## config.mk

```make
export PLATFORM = sky130hd
export DESIGN_NAME = trap_ctrl
export DESIGN_NICKNAME = d
export VERILOG_FILES = /design/src/rtl/trap_ctrl_pkg.sv /design/src/rtl/trap_ctrl_irq_prio_enc.sv /design/src/rtl/trap_ctrl.sv
export SDC_FILE = /design/constraint.sdc
export NUM_CORES = 1
export LEC_CHECK = 0
export CORE_MARGIN = 8
export CORE_UTILIZATION = 39
export DETAILED_ROUTE_END_ITERATION = 16
export PLACE_DENSITY_LB_ADDON = 0.08
export SETUP_SLACK_MARGIN = 0.4
export SYNTH_ARGS = -nofsm -noshare
export SYNTH_HDL_FRONTEND = slang
export SYNTH_SLANG_ARGS = --single-unit
```

## constraint.sdc

```tcl
create_clock -name clk_i -period 2.2 [get_ports clk_i]
set_clock_uncertainty 0.1 [all_clocks]
set_input_delay 0.44 -clock clk_i [delete_from_list [all_inputs] [get_ports clk_i]]
set_output_delay 0.44 -clock clk_i [all_outputs]
set_load 0.05 [all_outputs]
```

## src/rtl/trap_ctrl_pkg.sv

```systemverilog
// ---------------------------------------------------------------------------
// trap_ctrl_pkg
// Shared definitions for the machine-mode trap sequencer:
//   - data path width
//   - mcause exception / interrupt codes
//   - sequencer FSM state encoding
//   - mtvec MODE field encodings
//   - trap_target(): computes the trap entry PC from mtvec and the cause
// ---------------------------------------------------------------------------
package trap_ctrl_pkg;

  localparam int DATA_WIDTH = 32;

  // Synchronous exception codes (mcause.interrupt = 0)
  localparam logic [3:0] EXC_FETCH_MISALIGN = 4'd0;
  localparam logic [3:0] EXC_ILLEGAL        = 4'd2;
  localparam logic [3:0] EXC_BREAK          = 4'd3;
  localparam logic [3:0] EXC_ECALL_M        = 4'd11;

  // Machine interrupt codes (mcause.interrupt = 1)
  localparam logic [3:0] IRQ_MSI = 4'd3;
  localparam logic [3:0] IRQ_MTI = 4'd7;
  localparam logic [3:0] IRQ_MEI = 4'd11;

  // mtvec MODE field
  localparam logic [1:0] MTVEC_MODE_DIRECT   = 2'b00;
  localparam logic [1:0] MTVEC_MODE_VECTORED = 2'b01;

  typedef enum logic [1:0] {
    ST_IDLE     = 2'd0,
    ST_TRAP_WR  = 2'd1,
    ST_TRAP_JMP = 2'd2,
    ST_MRET_JMP = 2'd3
  } trap_state_e;

  // Trap entry PC. Only interrupts are vectored; exceptions always land on
  // the base address even when mtvec selects vectored mode. The add wraps
  // naturally at DATA_WIDTH bits.
  function automatic logic [DATA_WIDTH-1:0] trap_target(
    input logic [DATA_WIDTH-1:0] mtvec,
    input logic [3:0]            cause,
    input logic                  is_irq,
    input logic                  vec_en
  );
    logic [DATA_WIDTH-1:0] w_base;
    w_base = {mtvec[DATA_WIDTH-1:2], 2'b00};
    if (vec_en && is_irq && (mtvec[1:0] == MTVEC_MODE_VECTORED)) begin
      return w_base + DATA_WIDTH'({cause, 2'b00});
    end
    return w_base;
  endfunction

endpackage

```

## src/rtl/trap_ctrl_irq_prio_enc.sv

```systemverilog
// ---------------------------------------------------------------------------
// irq_prio_enc
// Combinational interrupt qualifier and priority encoder.
// An interrupt line qualifies when its mie & mip pair is set, the global
// mstatus.MIE bit is set and no CSR write is in flight.
// Priority: external (11) > software (3) > timer (7).
// Ports:
//   i_mstatus_ie               global machine interrupt enable
//   i_csr_busy                 CSR write in EX/WB, blocks acceptance
//   i_mie_* / i_mip_*          per-source enable / pending bits
//   o_irq_valid                some interrupt qualifies
//   o_irq_cause                mcause code of the winning interrupt
// ---------------------------------------------------------------------------
module irq_prio_enc
  import trap_ctrl_pkg::*;
(
  input  logic       i_mstatus_ie,
  input  logic       i_csr_busy,
  input  logic       i_mie_external,
  input  logic       i_mie_software,
  input  logic       i_mie_timer,
  input  logic       i_mip_external,
  input  logic       i_mip_software,
  input  logic       i_mip_timer,
  output logic       o_irq_valid,
  output logic [3:0] o_irq_cause
);

  logic w_global_ok;
  logic w_ext;
  logic w_sw;
  logic w_tmr;

  assign w_global_ok = i_mstatus_ie & ~i_csr_busy;
  assign w_ext       = w_global_ok & i_mie_external & i_mip_external;
  assign w_sw        = w_global_ok & i_mie_software & i_mip_software;
  assign w_tmr       = w_global_ok & i_mie_timer    & i_mip_timer;

  always_comb begin
    o_irq_valid = 1'b0;
    o_irq_cause = 4'd0;
    if (w_ext) begin
      o_irq_valid = 1'b1;
      o_irq_cause = IRQ_MEI;
    end else if (w_sw) begin
      o_irq_valid = 1'b1;
      o_irq_cause = IRQ_MSI;
    end else if (w_tmr) begin
      o_irq_valid = 1'b1;
      o_irq_cause = IRQ_MTI;
    end
  end

endmodule

```

## src/rtl/trap_ctrl.sv

```systemverilog
// ---------------------------------------------------------------------------
// trap_ctrl
// Machine-mode trap sequencer between EX and the CSR file. Accepts one
// event per IDLE cycle (exception > mret > interrupt) and runs:
//   trap : T stall, T+1 CSR strobes + stall, T+2 flush + redirect to mtvec
//   mret : T stall, T+1 mstatus set + flush + redirect to mepc
// Ports:
//   clk_i, rst_i                      clock, synchronous active-high reset
//   inst_valid_i, pc_i                EX instruction valid / PC
//   exc_valid_i, exc_code_i, mret_i   EX exception / mret indication
//   csr_busy_i                        blocks interrupt acceptance
//   mstatus_ie_i, mie_*_i, mip_*_i    interrupt enable / pending bits
//   mtvec_i, epc_i                    trap vector and mepc from CSR file
//   cause_we_o, interrupt_type_o,
//   cause_o, epc_we_o, epc_o          mcause / mepc update
//   mstatus_ie_clear_o/_set_o         trap entry / mret strobes
//   stall_o, flush_o                  pipeline control
//   redirect_valid_o, redirect_pc_o   PC redirect
// ---------------------------------------------------------------------------
module trap_ctrl
  import trap_ctrl_pkg::*;
#(
  parameter int VECTORED_EN = 1
) (
  input  logic                  clk_i,
  input  logic                  rst_i,
  input  logic                  inst_valid_i,
  input  logic [DATA_WIDTH-1:0] pc_i,
  input  logic                  exc_valid_i,
  input  logic [3:0]            exc_code_i,
  input  logic                  mret_i,
  input  logic                  csr_busy_i,
  input  logic                  mstatus_ie_i,
  input  logic                  mie_external_i,
  input  logic                  mie_timer_i,
  input  logic                  mie_software_i,
  input  logic                  mip_external_i,
  input  logic                  mip_timer_i,
  input  logic                  mip_software_i,
  input  logic [DATA_WIDTH-1:0] mtvec_i,
  input  logic [DATA_WIDTH-1:0] epc_i,
  output logic                  cause_we_o,
  output logic                  interrupt_type_o,
  output logic [3:0]            cause_o,
  output logic                  epc_we_o,
  output logic [DATA_WIDTH-1:0] epc_o,
  output logic                  mstatus_ie_clear_o,
  output logic                  mstatus_ie_set_o,
  output logic                  stall_o,
  output logic                  flush_o,
  output logic                  redirect_valid_o,
  output logic [DATA_WIDTH-1:0] redirect_pc_o
);

  trap_state_e           r_state;
  logic [3:0]            r_cause;
  logic                  r_irq;
  logic [DATA_WIDTH-1:0] r_epc;
  logic                  r_cause_we;
  logic                  r_epc_we;
  logic                  r_ie_clear;
  logic                  r_ie_set;
  logic                  r_flush;
  logic                  r_redirect_valid;
  logic [DATA_WIDTH-1:0] r_redirect_pc;

  logic                  w_irq_valid;
  logic [3:0]            w_irq_cause;
  logic                  w_idle;
  logic                  w_take_exc;
  logic                  w_take_mret;
  logic                  w_take_irq;
  logic                  w_accept;

  irq_prio_enc u_irq_prio_enc (
    .i_mstatus_ie   (mstatus_ie_i),
    .i_csr_busy     (csr_busy_i),
    .i_mie_external (mie_external_i),
    .i_mie_software (mie_software_i),
    .i_mie_timer    (mie_timer_i),
    .i_mip_external (mip_external_i),
    .i_mip_software (mip_software_i),
    .i_mip_timer    (mip_timer_i),
    .o_irq_valid    (w_irq_valid),
    .o_irq_cause    (w_irq_cause)
  );

  // Acceptance decode with fixed priority: exception > mret > interrupt.
  assign w_idle      = (r_state == ST_IDLE);
  assign w_take_exc  = w_idle & inst_valid_i & exc_valid_i;
  assign w_take_mret = w_idle & inst_valid_i & ~exc_valid_i & mret_i;
  assign w_take_irq  = w_idle & inst_valid_i & ~exc_valid_i & ~mret_i & w_irq_valid;
  assign w_accept    = w_take_exc | w_take_mret | w_take_irq;

  always_ff @(posedge clk_i) begin
    if (rst_i) begin
      r_state          <= ST_IDLE;
      r_cause          <= 4'd0;
      r_irq            <= 1'b0;
      r_epc            <= '0;
      r_cause_we       <= 1'b0;
      r_epc_we         <= 1'b0;
      r_ie_clear       <= 1'b0;
      r_ie_set         <= 1'b0;
      r_flush          <= 1'b0;
      r_redirect_valid <= 1'b0;
      r_redirect_pc    <= '0;
    end else begin
      // All strobes are single-cycle pulses; the redirect PC reads 0
      // whenever redirect_valid is low.
      r_cause_we       <= 1'b0;
      r_epc_we         <= 1'b0;
      r_ie_clear       <= 1'b0;
      r_ie_set         <= 1'b0;
      r_flush          <= 1'b0;
      r_redirect_valid <= 1'b0;
      r_redirect_pc    <= '0;

      case (r_state)
        ST_IDLE: begin
          if (w_take_exc || w_take_irq) begin
            r_cause    <= w_take_exc ? exc_code_i : w_irq_cause;
            r_irq      <= w_take_irq;
            r_epc      <= pc_i;
            r_cause_we <= 1'b1;
            r_epc_we   <= 1'b1;
            r_ie_clear <= 1'b1;
            r_state    <= ST_TRAP_WR;
          end else if (w_take_mret) begin
            r_ie_set         <= 1'b1;
            r_flush          <= 1'b1;
            r_redirect_valid <= 1'b1;
            r_redirect_pc    <= epc_i;
            r_state          <= ST_MRET_JMP;
          end
        end
        ST_TRAP_WR: begin
          r_flush          <= 1'b1;
          r_redirect_valid <= 1'b1;
          r_redirect_pc    <= trap_target(mtvec_i, r_cause, r_irq, (VECTORED_EN != 0));
          r_state          <= ST_TRAP_JMP;
        end
        ST_TRAP_JMP: r_state <= ST_IDLE;
        ST_MRET_JMP: r_state <= ST_IDLE;
        default:     r_state <= ST_IDLE;
      endcase
    end
  end

  // Stall covers the accept cycle and, for traps, the CSR-write cycle.
  assign stall_o            = (w_idle & w_accept) | (r_state == ST_TRAP_WR);

  assign cause_we_o         = r_cause_we;
  assign interrupt_type_o   = r_irq;
  assign cause_o            = r_cause;
  assign epc_we_o           = r_epc_we;
  assign epc_o              = r_epc;
  assign mstatus_ie_clear_o = r_ie_clear;
  assign mstatus_ie_set_o   = r_ie_set;
  assign flush_o            = r_flush;
  assign redirect_valid_o   = r_redirect_valid;
  assign redirect_pc_o      = r_redirect_pc;

endmodule

```

==> reports/metrics.csv <==
stage;metric;value;unit
placement;dpl hpwl;9.40;mm
detailed_routing;Final ANT Viol Nets;0;
critical_path;CP arrival;1.71;ns
detailed_routing;DRT Pass-1 Iters;4;
floorplanning;Initial Util;39.6;%
detailed_routing;Wirelength per Cell;17.3;microns
cells_and_area;final instance count without filler cells;775;
synthesis;Synth Instances;417;
detailed_routing;Via density;5.09;
pwr;Pleak;3.03;nW
synthesis;Cell Area, Synth;0.00342;sq mm
detailed_routing;Iter 0 DRT Violations;149;
global_routing;GRT overflow;0;
detailed_routing;DR vias;3947;
timing;Hold Violations, Final;0;
clocking;CTS root buf;clkbuf_8;
synthesis;Post-synth EDFFs;0;
cells_and_area;Nets;780;
timing;worst rel slew slack;63.9;%
global_routing;global-route usage over all layers;20.3;%
cells_and_area;# diodes;0;
global_routing;global-route wire length before repair;19.3;mm
run_status;status;complete, but fails checks;
timing;Final Max Slew Viols;0;
clocking;total CTS buffers;9;
critical_path;type of origin of the critical path;primary input;
placement;placed cell area;0.00594;sq mm
detailed_routing;Routed WL;13.4;mm
detailed_routing;drt drc;0;
timing;f_max;445;MHz
floorplanning;chip height;110;microns
cells_and_area;Filler Cell Count;581;
cells_and_area;design area;0.00676;sq mm
critical_path;crit path buf inv count;2;
critical_path;Worst Setup SP;mie_timer_i;
cells_and_area;Syn-to-layout area delta;97.3;%
floorplanning;die area;0.0120;sq mm
timing;worst hold slack;0.355;ns
critical_path;crit path max-delay cell type;a222oi_1;
critical_path;top cell family by delay on the critical path;compound AO/OA/AOI/OAI gates;
cells_and_area;layout cells sized above 1;29.2;%
min_path;Hold Crit Start;epc_o[7];
clocking;CTS sink cnt;74;
synthesis;Syn Area/Cell;8.21;sq um
timing;crit path time final;2.25;ns
synthesis;Synth Area in Adders;2.05;%
synthesis;yosys warns;0;
synthesis;largest family of logic cells by synthesized area;simple AND/OR/NAND/NOR gates;
timing;total negative slack;-0.0458;ns
synthesis;syn nets;535;
synthesis;most used flip-flop cell after synthesis;dfxtp_1;
run;Max Cap Viol;0;
timing;fin worst setup slack;-0.0458;ns
synthesis;Post-Synth XOR/XNOR Area;6.65;%
synthesis;post-synthesis register bit count;74;
pwr;Tot Pwr;3.67;mW
critical_path;Critical R2R Launch;cause_o[0];
run_status;failing checks;negative setup slack;
synthesis;Netlist cell types;42;
floorplanning;Core Region;0.00864;sq mm
min_path;Hold WC Path Type;flop to flop;
clocking;clock slew at reported path FFs;0.09;ns
placement;GPL Wtd Cong;0.857;
synthesis;Synth async-reset ratio;0;%
placement;IO buf count;188;
global_routing;largest net degree at the start of global routing;35;
global_routing;vias in the first global route;4003;
synthesis;Seq/Total Area, Yosys;43.3;%
clocking;CTS tree;built;
clocking;H-tree level count;3;
pwr;PwrDens;544;mW/mm^2
synthesis;Simple-Gate Fraction of Synth Area;28.1;%
timing;RSZ-0062 raised after global routing;true;
clocking;Skew-Pair Late Insertion Delay;0.34;ns
pwr;Worst VDD drop;0.315;mV
floorplanning;I/O Pins;189;
floorplanning;Rows;34;
synthesis;Synth Area in Compound Gates;15.5;%
floorplanning;die outline width;110;microns
critical_path;crit path cell chain;buf_6 -> a222oi_1 -> and2b_1 -> o21a_1 -> nor2_4 -> o21ai_4 -> buf_12;
critical_path;Max Fanout on Critical Path;2;
critical_path;Max stage delay on crit path;0.38;ns
timing;Finish-stage setup viols;1;
critical_path;Crit. End Element;output pin;
synthesis;mux contribution to synthesized area;0;%
timing;Least-Margin Pin Slew;0.544;ns
timing;final cycle utilization of the critical path;102;%
placement;placed insts;735;
clocking;Max Root-Sink Buffers;2;
global_routing;number of antenna violations at the first check in global routing;1;
critical_path;Worst Path Required;1.66;ns
critical_path;WS Path Type;primary input to output pin;
[per-layer routing]
layer / global-route usage, % / share of wire, % / vias up
li1: - / - / 1931
met5: 0 / 0.097 / -
met2: 37.6 / 53 / 130
met1: 20.8 / 38 / 1872
met3: 6.80 / 8.2 / 12
met4: 7.33 / 1.0 / 2
[worst min-delay path: stages, from the launching register on]
cell and delay (ns):
dfxtp_1 0.31, nand2_1 0.05, a21oi_1 0.05
[synth_stat cells, types with 3 or more instances]
cell type	instances	area (sq um)
o21ai_2	4	35.0
dfxtp_1	74	1480
o21ai_1	3	15.0
buf_4	7	52.6
clkbuf_1	10	37.5
nand3_1	10	50.1
nor4_1	7	43.8
nor2_1	19	71.3
buf_2	11	55.1
o21a_1	4	30.0
nor3b_1	5	37.5
nand4_1	6	37.5
and3_1	3	18.8
o21ai_0	24	120
and2_1	4	25.0
a21oi_1	44	220
a211oi_1	3	22.5
nor4b_2	3	45.0
nand2_1	107	402
ha_1	4	50.1
nor3_1	13	65.1
xnor2_1	26	228
[state kept, by name (all words and copies together) (netlist names)]
name	count
r_state	2
mstatus_ie_clear_o	1
mstatus_ie_set_o	1
redirect_pc_o	32
interrupt_type_o	1
redirect_valid_o	1
cause_o	4
epc_o	32
[worst paths after layout]
kind | end | slack [ns] | depth (start not counted)
max | stall_o | -0.05 | 7
min | epc_o[7] | 0.35 | 2
max reg2reg | redirect_pc_o[31] | 0.28 | 9
min reg2reg | epc_o[7] | 0.35 | 2
[final cells by class]
class	instances	area, sq um	area share, %
clock inverters	6	72.6	1.07
inverters	2	7.51	0.111
flip-flops and latches	74	1500	22.2
repair buffers	262	2550	37.7
well taps	108	135	2.00
multi-input cells	313	2350	34.8
clock buffers	10	138	2.04
[layout by cell type, fill, tap and decap left out, drive strengths merged, types with 2 or more instances in the layout]
master         instances
clkbuf                20
dlygate4sd2           62
and4                   3
clkdlybuf4s15         19
a211o                  2
nor4                   8
ha                     4
dlymetal6s2s           5
clkdlybuf4s50         87
nor2                  19
o21ai                 31
clkinv                 2
nor4b                  5
and2                   4
nor3b                  6
inv                    4
nor3                  13
buf                   79
o21a                   4
nand2                107
xnor2                 26
nand4                  8
a211oi                 3
a21oi                 44
and3                   3
and3b                  2
nand3                 10
dfxtp                 74
[what timing repair did]
item / in CTS / in global routing
gates cloned: 2 / 3
pin swaps: 32 / 30
gates resized for setup: 174 / 75
hold buffers: 0 / 0
setup endpoints to repair: 140 / 73
buffers inserted: 11 / 8
[power breakdown]
part,switching [mW],internal (mW)
Clock,0.555,0.568
Combinational,0.599,0.510
Sequential,0.0361,1.40
[cells by family (layout without fill, tap and decap cells)]
| group | Yosys count | after routing |
|---|---|---|
| compound gates | 92 | 92 |
| xor+xnor | 26 | 26 |
| fa+ha+maj | 5 | 5 |
| buf+inv | 30 | 280 |
| flops | 74 | 74 |
| simple gates | 190 | 190 |
[metrics by stage]
stage | worst slack, ns | util [%]
6_report | -0.0458 | 78.2
2_1_floorplan | 0.118 | -
4_1_cts | -0.0617 | 74.2
5_1_grt | -0.115 | 78.2
3_3_place_gp | -0.381 | 68.7
3_5_place_dp | -0.387 | 68.7
No activity file was read; power rests on OpenSTA's default activity.
